## config.mk

```make
export PLATFORM = sky130hd
export DESIGN_NAME = credit_event_accumulator
export DESIGN_NICKNAME = d
export VERILOG_FILES = /design/src/rtl/credit_event_accumulator.sv
export SDC_FILE = /design/constraint.sdc
export NUM_CORES = 1
export LEC_CHECK = 0
export BUFFER_PORTS_ARGS = -buffer_cell sky130_fd_sc_hd__buf_4
export CAP_MARGIN = 20
export CORE_AREA = 8 8 61 63
export CTS_CLUSTER_SIZE = 40
export DETAILED_ROUTE_END_ITERATION = 12
export DIE_AREA = 0 0 69 71
export PLACE_DENSITY = 0.92
export SKIP_LAST_GASP = 1
export SLEW_MARGIN = 10
export SYNTH_ARGS = -nofsm -noshare
export SYNTH_HDL_FRONTEND = slang
export SYNTH_SLANG_ARGS = --single-unit
```

## constraint.sdc

```tcl
create_clock -name clk -period 8.6 [get_ports clk]
set_input_delay 1.72 -clock clk [delete_from_list [all_inputs] [get_ports clk]]
set_output_delay 1.72 -clock clk [all_outputs]
set_load 0.005 [all_outputs]
```

## src/rtl/credit_event_accumulator.sv

```systemverilog
// Credit event accumulator: gathers per-source return/consume events and
// issues them as registered incr/decr commands, at most 3 each per cycle.
module credit_event_accumulator #(
  parameter int NUM_SRC = 4,
  parameter int PEND_W  = 4
) (
  input  logic               clk,
  input  logic               rst,
  input  logic [NUM_SRC-1:0] ret_valid,
  input  logic [NUM_SRC-1:0] cons_valid,
  input  logic               hold,
  input  logic               reinit_req,
  input  logic [3:0]         reinit_val,
  output logic               incr_valid,
  output logic [1:0]         incr,
  output logic               decr_valid,
  output logic [1:0]         decr,
  output logic               reinit,
  output logic [3:0]         initial_value,
  output logic               pend_empty,
  output logic               ovf
);

  localparam int SW = PEND_W + 1;
  localparam logic [PEND_W-1:0] PMAX = '1;

  logic [PEND_W-1:0] inc_q, inc_d;
  logic [PEND_W-1:0] dec_q, dec_d;
  logic              incr_valid_q, decr_valid_q;
  logic [1:0]        incr_q, decr_q;
  logic              reinit_q;
  logic [3:0]        init_q;
  logic              empty_q;
  logic              ovf_q;

  logic [SW-1:0] r, c;
  logic [SW-1:0] tot_i, tot_d;
  logic [SW-1:0] nxt_i, nxt_d;
  logic [1:0]    iss_i, iss_d;
  logic          sat_i, sat_d;

  function automatic logic [SW-1:0] popcnt(input logic [NUM_SRC-1:0] v);
    logic [SW-1:0] n;
    n = '0;
    for (int k = 0; k < NUM_SRC; k++) begin
      n = n + SW'(v[k]);
    end
    return n;
  endfunction

  function automatic logic [1:0] min3(input logic [SW-1:0] t);
    return (t > SW'(3)) ? 2'd3 : t[1:0];
  endfunction

  always_comb begin
    r     = popcnt(ret_valid);
    c     = popcnt(cons_valid);
    tot_i = {1'b0, inc_q} + r;
    tot_d = {1'b0, dec_q} + c;
    iss_i = 2'd0;
    iss_d = 2'd0;
    nxt_i = tot_i;
    nxt_d = tot_d;
    // Reinit drops old pending but keeps this cycle's events.
    if (reinit_req) begin
      nxt_i = r;
      nxt_d = c;
    end else if (!hold) begin
      iss_i = min3(tot_i);
      iss_d = min3(tot_d);
      nxt_i = tot_i - SW'(iss_i);
      nxt_d = tot_d - SW'(iss_d);
    end
    sat_i = nxt_i > {1'b0, PMAX};
    sat_d = nxt_d > {1'b0, PMAX};
    inc_d = sat_i ? PMAX : nxt_i[PEND_W-1:0];
    dec_d = sat_d ? PMAX : nxt_d[PEND_W-1:0];
  end

  always_ff @(posedge clk or posedge rst) begin
    if (rst) begin
      inc_q        <= '0;
      dec_q        <= '0;
      incr_valid_q <= 1'b0;
      decr_valid_q <= 1'b0;
      incr_q       <= 2'd0;
      decr_q       <= 2'd0;
      reinit_q     <= 1'b0;
      init_q       <= 4'd0;
      empty_q      <= 1'b1;
      ovf_q        <= 1'b0;
    end else begin
      inc_q        <= inc_d;
      dec_q        <= dec_d;
      incr_valid_q <= iss_i != 2'd0;
      decr_valid_q <= iss_d != 2'd0;
      incr_q       <= iss_i;
      decr_q       <= iss_d;
      reinit_q     <= reinit_req;
      if (reinit_req) begin
        init_q <= reinit_val;
      end
      empty_q      <= (inc_d == '0) && (dec_d == '0);
      ovf_q        <= ovf_q | sat_i | sat_d;
    end
  end

  assign incr_valid    = incr_valid_q;
  assign incr          = incr_q;
  assign decr_valid    = decr_valid_q;
  assign decr          = decr_q;
  assign reinit        = reinit_q;
  assign initial_value = init_q;
  assign pend_empty    = empty_q;
  assign ovf           = ovf_q;

endmodule
```

=== After elaboration in Yosys (flattened, before gate mapping) ===
Cells that the tools add are included.

* Word-level logic and storage cells: 43
* Input bits: 16
* Output and inout bits: 13
* Register bits after elaboration: 21

* $lt $le $gt $ge: 4
* Reductions and logical operators: 5
* Mux-type cells: 12
* Add/subtract/negate cells: 10
* Bitwise logic cells: 2

{| class="wikitable"
|+ Operator list
! operator !! count
|-
| 5-bit 2-to-1 mux || 4
|-
| 2-bit 2-to-1 mux || 6
|-
| 4-bit by 4-bit adder with 5-bit output || 2
|-
| 5-bit by 2-bit > comparator with 1-bit output, second input constant || 2
|-
| 5-bit by 4-bit > comparator with 1-bit output, second input constant || 2
|-
| 5-bit by 2-bit subtractor with 5-bit output || 2
|-
| 3-bit by 1-bit adder with 4-bit output || 2
|-
| 4-bit zero test || 2
|-
| 4-bit 2-to-1 mux || 2
|-
| 2-bit by 1-bit adder with 3-bit output || 2
|-
| 1-bit by 1-bit adder with 2-bit output || 2
|-
| 2-bit nonzero test || 2
|-
| 1-bit bitwise OR || 2
|-
| 1-bit logical AND || 1
|}

=== Longest topological paths before layout ===
Gate-level depths: netlist (run 1).

* Word-level depth: 13
* Depth in mapped cells: 15
* Gate-level depth less buffers: 15

=== Least setup slack after synthesis (run 1) ===
No wires, ideal clock.

* Path type: in2reg
* From: input ret_valid[0]
* To: register empty_q, in the netlist pend_empty
* Data arrival time: 5106 ps
* Required time: 8510 ps
* Path slack: 3404 ps
* Path buffers: 1
* Library setup time: 90 ps
* Cell stages on the path: 15
* Path through: fa_1 -> ha_1 -> ha_1 -> fa_1 -> buf_2 -> and3_1 -> o21ai_2 -> nand2b_1 -> ha_1 -> nor2_2 -> o21ai_1 -> a31oi_2 -> a41oi_1 -> or3b_1 -> nor4_2

* Longest elaborated chain between the ends: 13

{| class="wikitable"
|+ RTL lines
! what !! line !! source
|-
| start, declared || 9 || <nowiki>input logic [NUM_SRC-1:0] ret_valid,</nowiki>
|-
| 1-bit by 1-bit adder with 2-bit output (*) || 46 || <nowiki>n = n + SW'(v[k]);</nowiki>
|-
| 2-bit by 1-bit adder with 3-bit output (*) || 46 ||
|-
| 3-bit by 1-bit adder with 4-bit output (*) || 46 ||
|-
| 4-bit by 4-bit adder with 5-bit output || 58 || <nowiki>tot_i = {1'b0, inc_q} + r;</nowiki>
|-
| 5-bit by 2-bit > comparator with 1-bit output || 52 || <nowiki>return (t > SW'(3)) ? 2'd3 : t[1:0];</nowiki>
|-
| 2-bit 2-to-1 mux || 52 ||
|-
| 5-bit by 2-bit subtractor with 5-bit output || 71 || <nowiki>nxt_i = tot_i - SW'(iss_i);</nowiki>
|-
| 5-bit 2-to-1 mux || 68 || <nowiki>end else if (!hold) begin</nowiki>
|-
| 5-bit 2-to-1 mux (*) || 65 || <nowiki>if (reinit_req) begin</nowiki>
|-
| 5-bit by 4-bit > comparator with 1-bit output || 74 || <nowiki>sat_i = nxt_i > {1'b0, PMAX};</nowiki>
|-
| 4-bit 2-to-1 mux (*) || 76 || <nowiki>inc_d = sat_i ? PMAX : nxt_i[PEND_W-1:0];</nowiki>
|-
| net inc_d[2] || 27 || <nowiki>logic [PEND_W-1:0] inc_q, inc_d;</nowiki>
|-
| 4-bit zero test (*) || 103 || <nowiki>empty_q <= (inc_d == '0) && (dec_d == '0);</nowiki>
|-
| 1-bit logical AND (*) || 103 ||
|-
| end signal, assigned || 103 ||
|-
| end, declared || 33 || <nowiki>logic empty_q;</nowiki>
|}

Mark *: on every way through the listed nets, which the timed path passes. The rest lies on a longest branch.
A chain may end at the register's enable or synchronous reset.

=== Worst setup path after layout (run 1) ===
Ends and elaborated chain as after synthesis.

==> results of run 1 <==
## report_power, final
group	switching [uW]	internal, uW	total [uW]	leakage [uW]
clock network	32.7	17.8	50.5	0.0000139
registers	23.2	126	150	0.000251
logic	219	173	392	0.000521
## registers in the layout, indices dropped and copies added (netlist names)
register / flops
decr: 2
decr_valid: 1
dec_q: 4
ovf: 1
initial_value: 4
incr_valid: 1
reinit: 1
incr: 2
inc_q: 4
pend_empty: 1
## layer usage
layer | vias up | track usage
met4 | 0 | 0.0888
met1 | 654 | 0.149
met2 | 16 | 0.292
met5 | - | 0
met3 | 5 | 0.0126
li1 | 616 | -
## worst max-delay path, stage by stage
cell,delay (ps)
sky130_fd_sc_hd__buf_4,110
sky130_fd_sc_hd__fa_1,470
sky130_fd_sc_hd__ha_1,330
sky130_fd_sc_hd__ha_1,220
sky130_fd_sc_hd__fa_1,520
sky130_fd_sc_hd__and3_1,260
sky130_fd_sc_hd__o21ai_2,250
sky130_fd_sc_hd__nand2b_1,140
sky130_fd_sc_hd__ha_1,230
sky130_fd_sc_hd__nor2_2,240
sky130_fd_sc_hd__o21ai_1,120
sky130_fd_sc_hd__a31oi_2,250
sky130_fd_sc_hd__a41oi_1,160
sky130_fd_sc_hd__or3b_1,390
sky130_fd_sc_hd__nor4_2,140
## area by class of cell
type | count | area share
Timing Repair Buffer | 28 | 0.118
Sequential cell | 21 | 0.295
Clock inverter | 1 | 0.00420
Clock buffer | 3 | 0.0126
Multi-Input combinational cell | 121 | 0.541
Tap cell | 33 | 0.0231
Inverter | 3 | 0.00631
## synth_stat cells, drive strengths merged, types with 3 or more instances
cell	instances	share of area
nor2	12	0.035
nand2	11	0.026
mux2i	3	0.019
nor4	3	0.025
o21ai	6	0.024
nand3	3	0.0095
mux2	5	0.036
buf	9	0.043
inv	3	0.0071
o21a	4	0.019
fa	4	0.051
nor3	4	0.013
ha	12	0.095
nand3b	4	0.019
nand2b	6	0.024
dfrtp	20	0.32
a21oi	9	0.029
a31oi	3	0.020
## logic make-up (layout without fill, tap and decap cells)
| kind of cell | after synthesis | in the layout |
|---|---|---|
| compound gates | 40 | 40 |
| fa+ha+maj | 16 | 16 |
| flops | 21 | 21 |
| xor+xnor | 3 | 3 |
| simple gates | 54 | 54 |
| buf+inv | 13 | 35 |
| mux | 8 | 8 |
## worst paths after layout
check                        startpoint         end  slack (ps)  cells past startpoint
setup / recovery           ret_valid[0]  pend_empty        3270                     15
hold reg to reg                     ovf         ovf         510                      1
hold / removal                      ovf         ovf         510                      1
min in group asynchronous           rst     decr[1]        1540                      2
setup reg to reg               inc_q[0]  pend_empty        5180                     12
max in group asynchronous           rst    dec_q[3]        6570                      2
## per-stage QoR
| step | instances | hold slack (ps) |
|---|---|---|
| 2_1_floorplan | 155 | 463 |
| 3_3_place_gp | 206 | 466 |
| 3_5_place_dp | 206 | 466 |
| 4_1_cts | 210 | 498 |
| 5_1_grt | 210 | 506 |
| 6_report | 210 | 506 |
==> qor_table.md, run 1 <==
| Parameter | Reported |
|:---|:---|
| Result of the run | finished clean |
| Routed wire length on met3 | 48 um |
| Maximum number of pins on one net before global-route repair | 22 |
| Post-synthesis simple-gate area fraction | 0.206 |
| Post-DP HPWL | 2920 um |
| First-pass detailed-route iteration total | 4 |
| Data arrival at the endpoint of the critical path | 5570 ps |
| Std cell rows | 20 |
| Type of the worst setup path | primary input to flip-flop |
| Adder and majority gate portion of the synthesized area | 0.146 |
| Unrepaired setup endpoints after global routing | no |
| Finished Cell Area | 1790 um^2 |
| Number of library cell types mapped by synthesis | 55 |
| Clock tree from TritonCTS | built |
| Number of buffers added to fix hold violations after cts | 0 |
| Clock-pin slew on the worst setup and hold paths | 120 ps |
| DR WL met2 | 2150 um |
| Cell area after placement | 1760 um^2 |
| Maximum level of the CTS H-tree | 1 |
| Pin slew with the least headroom to its limit | 787 ps |
| Count of routing violations after the opening detailed-route iteration | 43 |
| Most frequent cells in the layout | 28 x sky130_fd_sc_hd__buf_4, 20 x sky130_fd_sc_hd__dfrtp_1, 12 x sky130_fd_sc_hd__ha_1 |
| Worst Path Required | 8840 ps |
| Worst slew slack as a fraction of its limit | 0.475 |
| Horizontal die dimension | 69 um |
| Type of the worst min-delay path | flip-flop to flip-flop |
| Post-synth EDFFs | 0 |
| Setup_tns | 0 ps |
| Global-route wire length before repair | 6240 um |
| Predominant post-synthesis flop cell | sky130_fd_sc_hd__dfrtp_1 |
| Flip-flop and latch area | 527 um^2 |
| Critical path fanouts, max | 9 |
| Maximum frequency from static timing analysis | 188 MHz |
| Avg Synthesized Cell Area | 10.2 um^2 |
| Vias in the first global route | 1369 |
| P per Cell Area | 331 nW/um^2 |
| Die ar. | 4900 um^2 |
| Fin nets | 210 |
| Num CTS Buffers | 3 |
| Number of synthesized register bits | 21 |
| Proportion of synthesized flip-flops having asynchronous set or reset | 1.00 |
| Average wire length per cell after detail routing | 17.4 um |
| Period minus WS final | 5330 ps |
| Number of max-cap violations | 0 |
| Main combinational cell family by area after synthesis | simple AND/OR/NAND/NOR gates |
| Number of buffers between clock root and the deepest sink | 2 |
| Detail Route Antenna Nets | 0 |
| Placer Congestion | 0.935 |
| Core area | 2850 um^2 |
| Initial Utilization | 0.552 |
| Hold violation total from the final report | 0 |
| Area fraction in compound gates after synthesis | 0.190 |
| Clock Tree Root | sky130_fd_sc_hd__clkbuf_4 |
| Post-route clock skew | 4.42 ps |
| Global Route Usage Sum | 0.150 |
| XOR/XNOR Fraction of Synth Area | 0.0167 |
| Number of inserted filler cells in the final layout | 244 |
| Top Ports | 29 |
| Multiplexer share of the synthesized area | 0.0548 |
| Number of warning messages in the yosys log | 0 |
| Number of vias in the routed layout | 1291 |
| Initial antenna violation count | 0 |
| Most frequent standard cell in the layout excluding fill and tap cells | sky130_fd_sc_hd__buf_4 |
| Maximum ir drop on the vdd rail | 0.000250 V |
| Portion of the post-synthesis area used by sequential elements | 0.334 |
| Final WL | 3650 um |
| Max-slew violation total from the final report | 0 |
| Synthesized netlist cell count | 155 |
| Placement-stage worst setup slack | 2980 ps |
| # port buffers | 28 |
| Clock insertion delay at the later pin of the skew report | 310 ps |
| Net count after synthesis | 187 |
| Count of cells resized by post-cts repair | 0 |
| Number of sinks driven by the clock tree | 21 |
| Element type at the critical path end | flip-flop |
| Vias per std cell | 6.15 |
| Aggregate global routing overflow | 0 |
| Power Total | 592 uW |
| Setup Viol. Count Final | 0 |
| Wire length on met1 | 1390 um |
| Startpoint type of the worst setup path | primary input |
| Total standard cell area after synthesis | 1580 um^2 |
| Area used by multi-input combinational logic | 966 um^2 |
| Die Height | 71 um |
| Post-detailed-route DRC marker count | 0 |
| Number of antenna cells inserted | 0 |
| Pleak | 0.000786 uW |
| Post-Route Utilization | 0.626 |
| Area overhead of the layout relative to synthesis | 13.3% |
| Final worst slack | 3270 ps |
| Final critical-path share of the clock period | 0.620 |
| Post-CTS setup buffers | 0 |
| Share of post-route cells with drive strength above 1 | 0.299 |
| Topmost layer with routed signal wires | met4 |
(Power assumes the default switching activity.)
==> inputs of run 2 (changes only) <==
- CORE_AREA: 8 8 61 63 -> 8 8 66 68
- DIE_AREA: 0 0 69 71 -> 0 0 74 76
- PLACE_DENSITY: 0.92 -> 0.83
- clock period: 8.6 -> 4.5 ns (I/O delays scaled with it)
==> qor_table.md, run 2 (synthesized netlist as in run 1, its figures left out) <==
| Parameter | Reported | Delta |
|:---|:---|:---|
| Finished Cell Area | 1880 um^2 | +5.3% |
| Period minus WS final | 4100 ps |  |
| Cells traversed along the worst timing path | buf_4, fa_1, ha_1, ha_1, fa_1, buf_4, nor2_1, o21ai_2, nand2b_1, ha_1, nor2_2, buf_4, nor4b_1, mux2i_1, a22oi_1, nor4_1, nor4_2 |  |
| Die ar. | 5620 um^2 | +15% |
| Final critical-path share of the clock period | 0.912 |  |
| Startpoint type of the worst setup path | primary input |  |
| Result of the run | finished clean |  |
| Critical path fanouts, max | 8 | -1 |
| Average wire length per cell after detail routing | 14.5 um | -17% |
| Placer Congestion | 0.887 | -5.1% |
| P per Cell Area | 631 nW/um^2 | +90% |
| Number of buffers added to fix hold violations after cts | 0 | unchanged |
| Core area | 3440 um^2 | +21% |
| Max-slew violation total from the final report | 0 | unchanged |
| Number of sinks driven by the clock tree | 21 | unchanged |
| Share of post-route cells with drive strength above 1 | 0.337 | +0.0375 |
| Fin nets | 220 | +4.8% |
| Worst Path Required | 4730 ps | -4110 ps |
| Number of max-cap violations | 0 | unchanged |
| Num CTS Buffers | 3 | unchanged |
| Number of inserted filler cells in the final layout | 321 | +32% |
| Number of antenna cells inserted | 0 | unchanged |
| Post-CTS setup buffers | 0 | unchanged |
| Post-DP HPWL | 2750 um | -5.9% |
| Vias in the first global route | 1307 | -4.5% |
| Maximum number of pins on one net before global-route repair | 22 | unchanged |
| Maximum level of the CTS H-tree | 1 | unchanged |
| Critical path buffers and inverters | 3 | +2 |
| Portion of total power attributed to the clock network | 0.079 | -0.006 |
| Element type at the critical path end | flip-flop |  |
| First-pass detailed-route iteration total | 4 | unchanged |
| Std cell rows | 22 | +10% |
| Pleak | 0.000833 uW | +5.9% |
| Pin slew with the least headroom to its limit | 774 ps | -13.1 ps |
| Cell internal power dissipation | 663 uW | +110% |
| Filler-free cell count of the finished design | 235 | +12% |
| Count of cells resized by post-cts repair | 0 | unchanged |
| Clock Tree Root | sky130_fd_sc_hd__clkbuf_4 |  |
| Cell area after placement | 1850 um^2 | +5.3% |
| Setup Viol. Count Final | 0 | unchanged |
| Data arrival at the endpoint of the critical path | 4340 ps | -1230 ps |
| Worst slew slack as a fraction of its limit | 0.484 | +0.00877 |
| Max stage delay on crit path | 470 ps | -50 ps |
| Number of buffers between clock root and the deepest sink | 2 | unchanged |
| Top Family by Delay on Critical Path | adder cells |  |
| Aggregate global routing overflow | 0 | unchanged |
| Vias per std cell | 5.54 | -9.9% |
| Horizontal die dimension | 74 um | +7.2% |
| Global-route wire length before repair | 5660 um | -9.4% |
| Maximum frequency from static timing analysis | 244 MHz |  |
| Number of cells in the design after placement | 231 | +12% |
| Hold violation total from the final report | 0 | unchanged |
| # port buffers | 28 | unchanged |
| Count of routing violations after the opening detailed-route iteration | 56 | +30% |
| Number of vias in the routed layout | 1301 | +0.77% |
| Detail Route Antenna Nets | 0 | unchanged |
| Unrepaired setup endpoints after global routing | no |  |
| Net switching power figure | 523 uW | +91% |
| Sequential share of power | 0.241 | -0.012 |
| Global Route Usage Sum | 0.123 | -0.0265 |
| Most frequent cells in the layout | 38 x sky130_fd_sc_hd__buf_4, 20 x sky130_fd_sc_hd__dfrtp_1, 12 x sky130_fd_sc_hd__ha_1 |  |
| Post-detailed-route DRC marker count | 0 | unchanged |
| Clock tree from TritonCTS | built |  |
| Worst path slowest cell | sky130_fd_sc_hd__fa_1 |  |
| Clock insertion delay at the later pin of the skew report | 310 ps | about the same |
| Post-route clock skew | 6.85 ps | +2.43 ps |
| Clock-pin slew on the worst setup and hold paths | 130 ps | about the same |
| Type of the worst setup path | primary input to flip-flop |  |
| Initial antenna violation count | 0 | unchanged |
| Type of the worst min-delay path | flip-flop to flip-flop |  |
| Area overhead of the layout relative to synthesis | 19.3% |  |
| Maximum ir drop on the vdd rail | 0.000256 V | +2.2% |
| Initial Utilization | 0.458 | -0.0944 |
| Final WL | 3410 um | -6.6% |
| Switching Fraction | 0.441 | -0.0230 |
| Die Height | 76 um | +7.0% |
| Setup_tns | 0 ps | unchanged |
| Most frequent standard cell in the layout excluding fill and tap cells | sky130_fd_sc_hd__buf_4 |  |
| Combinational power share | 0.679 | +0.017 |
| Top Ports | 29 | unchanged |
run 2: layout make-up:
cell class              count  area (um^2)  area share
multi-input cells         121          966       0.514
flip-flops and latches     21          527       0.280
repair buffers             38          285       0.152
well taps                  48         60.1      0.0320
clock buffers               3         22.5      0.0120
inverters                   3         11.3     0.00599
clock inverters             1         7.51     0.00399
run 2: stage by stage:
stage / setup WS, ps / util / hold slack, ps / total power, uW
final: 396 / 0.546 / 496 / 1190
after detailed placement: 103 / 0.537 / 462 / 1100
after global routing: 182 / 0.546 / 532 / 1290
after CTS: 409 / 0.546 / 495 / 1190
after floorplan: 124 / - / 463 / 874
after global placement: 185 / 0.537 / 465 / 1070
run 2: power groups by stage:
| stage | combinational [uW] | sequential (uW) | clock, uW |
|---|---|---|---|
| 2_1_floorplan | 607 | 268 | 0 |
| 3_3_place_gp | 788 | 286 | 0 |
| 3_5_place_dp | 808 | 289 | 0 |
| 4_1_cts | 811 | 286 | 95.5 |
| 5_1_grt | 892 | 292 | 103 |
| 6_report | 806 | 286 | 93.8 |
run 2: path summary, 6_finish.rpt:
path / from / to / slack [ps] / cells past startpoint
max: ret_valid[0] / pend_empty / 400 / 17
min: ovf / ovf / 500 / 1
min reg2reg: ovf / ovf / 500 / 1
min in group asynchronous: rst / inc_q[3] / 720 / 2
max in group asynchronous: rst / decr[0] / 3290 / 2
max reg2reg: inc_q[0] / pend_empty / 1510 / 14
run 2: per-layer routing:
| layer | wire (um) | up-vias | track usage |
|---|---|---|---|
| li1 | - | 634 | - |
| met1 | 1410 | 642 | 0.131 |
| met2 | 1830 | 15 | 0.225 |
| met3 | 97 | 10 | 0.0237 |
| met4 | 75 | 0 | 0.0480 |
| met5 | 0 | - | 0 |
==> inputs of run 3 (changes only) <==
- clock period: 4.5 -> 3.6 ns (I/O delays scaled with it)
==> qor_table.md, run 3 (synthesized netlist as in run 1, its figures left out) <==
| Parameter | Reported | Delta |
|:---|:---|:---|
| Portion of total power attributed to the clock network | 0.066 | -0.013 |
| Sequential share of power | 0.201 | -0.040 |
| Period minus WS final | 3710 ps |  |
| Maximum level of the CTS H-tree | 1 | unchanged |
| Vias per std cell | 5.30 | -4.3% |
| Type of the worst setup path | primary input to flip-flop |  |
| # port buffers | 28 | unchanged |
| Reg-to-reg slack, setup | 830 ps | -680 ps |
| Unrepaired setup endpoints after global routing | yes |  |
| First element of the critical path | ret_valid[0] |  |
| Die Height | 76 um | unchanged |
| Post-DP HPWL | 3000 um | +9.3% |
| Most frequent standard cell in the layout excluding fill and tap cells | sky130_fd_sc_hd__buf_4 |  |
| Type of the worst min-delay path | flip-flop to flip-flop |  |
| Startpoint type of the worst setup path | primary input |  |
| Post-detailed-route DRC marker count | 0 | unchanged |
| Die ar. | 5620 um^2 | unchanged |
| P per Cell Area | 821 nW/um^2 | +30% |
| Global Route Usage Sum | 0.142 | +0.0184 |
| Setup_tns | -111 ps | -111 ps |
| Combinational power share | 0.732 | +0.053 |
| Critical path fanouts, max | 4 | -4 |
| Number of cells in the design after placement | 253 | +9.5% |
| Aggregate global routing overflow | 0 | unchanged |
| Horizontal die dimension | 74 um | unchanged |
| Element type at the critical path end | flip-flop |  |
| Placement-stage worst setup slack | -521 ps | -624 ps |
| Clock Tree Root | sky130_fd_sc_hd__clkbuf_4 |  |
| Clock tree from TritonCTS | built |  |
| Count of routing violations after the opening detailed-route iteration | 31 | -45% |
| Initial antenna violation count | 0 | unchanged |
| First-pass detailed-route iteration total | 4 | unchanged |
| Fin nets | 242 | +10% |
| Num CTS Buffers | 3 | unchanged |
| Max-slew violation total from the final report | 0 | unchanged |
| Max stage delay on crit path | 510 ps | +40 ps |
| Global-route wire length before repair | 6430 um | +14% |
| Clock-pin slew on the worst setup and hold paths | 120 ps | about the same |
| Pleak | 0.000941 uW | +13% |
| Vias in the first global route | 1423 | +8.9% |
| Maximum number of pins on one net before global-route repair | 22 | unchanged |
| Result of the run | finished with violations |  |
| Filler-free cell count of the finished design | 257 | +9.4% |
| Setup Viol. Count Final | 1 | +1 |
| Hold violation total from the final report | 0 | unchanged |
| Most frequent cells in the layout | 60 x sky130_fd_sc_hd__buf_4, 20 x sky130_fd_sc_hd__dfrtp_1, 11 x sky130_fd_sc_hd__nand2_1 |  |
| Average wire length per cell after detail routing | 14.8 um | +2.5% |
| Data arrival at the endpoint of the critical path | 3940 ps | -400 ps |
| Maximum ir drop on the vdd rail | 0.000436 V | +71% |
| Cells traversed along the worst timing path | buf_4, fa_1, ha_4, ha_4, ha_1, a21oi_2, and3_4, o21ai_4, nand2b_1, ha_2, nor2_4, buf_4, nor4b_2, mux2i_1, a22oi_1, nor4_2, nor4_2 |  |
| Violations in the final reports | setup timing |  |
| Number of sinks driven by the clock tree | 21 | unchanged |
| Detail Route Antenna Nets | 0 | unchanged |
| Number of vias in the routed layout | 1362 | +4.7% |
| Post-CTS setup buffers | 0 | unchanged |
| Post-Route Utilization | 0.631 | +0.0851 |
| Clock insertion delay at the later pin of the skew report | 310 ps | about the same |
| Top Ports | 29 | unchanged |
| Placer Congestion | 0.846 | -4.7% |
| Number of inserted filler cells in the final layout | 282 | -12% |
| Number of buffers between clock root and the deepest sink | 2 | unchanged |
| Final worst slack | -111 ps | -507 ps |
| Number of buffers added to fix hold violations after cts | 0 | unchanged |
| Number of max-cap violations | 0 | unchanged |
| Critical register-to-register path endpoint | pend_empty |  |
| Final WL | 3820 um | +12% |
| Maximum frequency from static timing analysis | 269 MHz |  |
| Origin of the critical flop-to-flop path | inc_q[0] |  |
| Share of post-route cells with drive strength above 1 | 0.488 | +0.151 |
| Worst slew slack as a fraction of its limit | 0.488 | +0.00437 |
| Initial Utilization | 0.458 | unchanged |
| Std cell rows | 22 | unchanged |
| Area overhead of the layout relative to synthesis | 37.9% |  |
| Net switching power figure | 758 uW | +45% |
| Hold-critical path depth | 1 | unchanged |
| Final critical-path share of the clock period | 1.03 |  |
| End point of the critical path | pend_empty |  |
| Pin slew with the least headroom to its limit | 767 ps | -6.55 ps |
| Number of cells on the worst reg-to-reg path | 12 | -2 |
| Post-route clock skew | 4.04 ps | -2.82 ps |
| Number of antenna cells inserted | 0 | unchanged |
| Core area | 3440 um^2 | unchanged |
| Worst Path Required | 3830 ps | -900 ps |
| Worst path slowest cell | sky130_fd_sc_hd__fa_1 |  |
| Switching Fraction | 0.425 | -0.0158 |
| Cell internal power dissipation | 1030 uW | +55% |
==> run 3: per-stage QoR <==
stage | hold slack [ps] | area, um^2 | power (uW)
finish | 494 | 2170 | 1780
global route | 538 | 2170 | 1940
CTS | 499 | 2120 | 1740
detailed placement | 466 | 2070 | 1600
global placement | 465 | 2070 | 1570
floorplan | 463 | 1640 | 1160
==> run 3: how the worst min path moves through the flow <==
stage          from  endpoint
3_5_place_dp    ovf       ovf
3_3_place_gp    ovf       ovf
6_report        ovf       ovf
2_1_floorplan   ovf       ovf
5_1_grt         ovf       ovf
4_1_cts         ovf       ovf
==> run 3: per-layer routing <==
metal | track usage | vias up | routed length (um)
li1 | - | 678 | -
met1 | 0.158 | 658 | 1550
met2 | 0.250 | 17 | 2130
met3 | 0.0158 | 9 | 44
met4 | 0.0720 | 0 | 91
met5 | 0 | - | 0
==> run 3: power groups by stage <==
stage                     logic [uW]  clock network, uW  registers (uW)
after global routing            1440                134             369
after CTS                       1260                120             357
after global placement          1210                  0             359
final                           1310                118             359
after floorplan                  829                  0             335
after detailed placement        1240                  0             362
==> run 3: layout make-up <==
class / instances / area [um^2] / share of cell area
Clock buffer: 3 / 22.5 / 0.0104
Clock inverter: 1 / 7.51 / 0.00346
Inverter: 3 / 11.3 / 0.00518
Multi-Input combinational cell: 121 / 1090 / 0.503
Sequential cell: 21 / 527 / 0.243
Tap cell: 48 / 60.1 / 0.0276
Timing Repair Buffer: 60 / 450 / 0.207
==> run 3: timing repair <==
| action | in CTS | in global routing |
|---|---|---|
| cloned | 0 | 0 |
| endpoints found under the setup margin | 2 | 4 |
| pin swaps | 2 | 0 |
| resized for setup | 4 | 7 |
==> run 3: critical path: cells and delay by family <==
family	cells	cell delay [ps]
buf+inv	2	260
mux	1	120
fa+ha+maj	5	1420
compound gates	3	430
simple gates	6	970
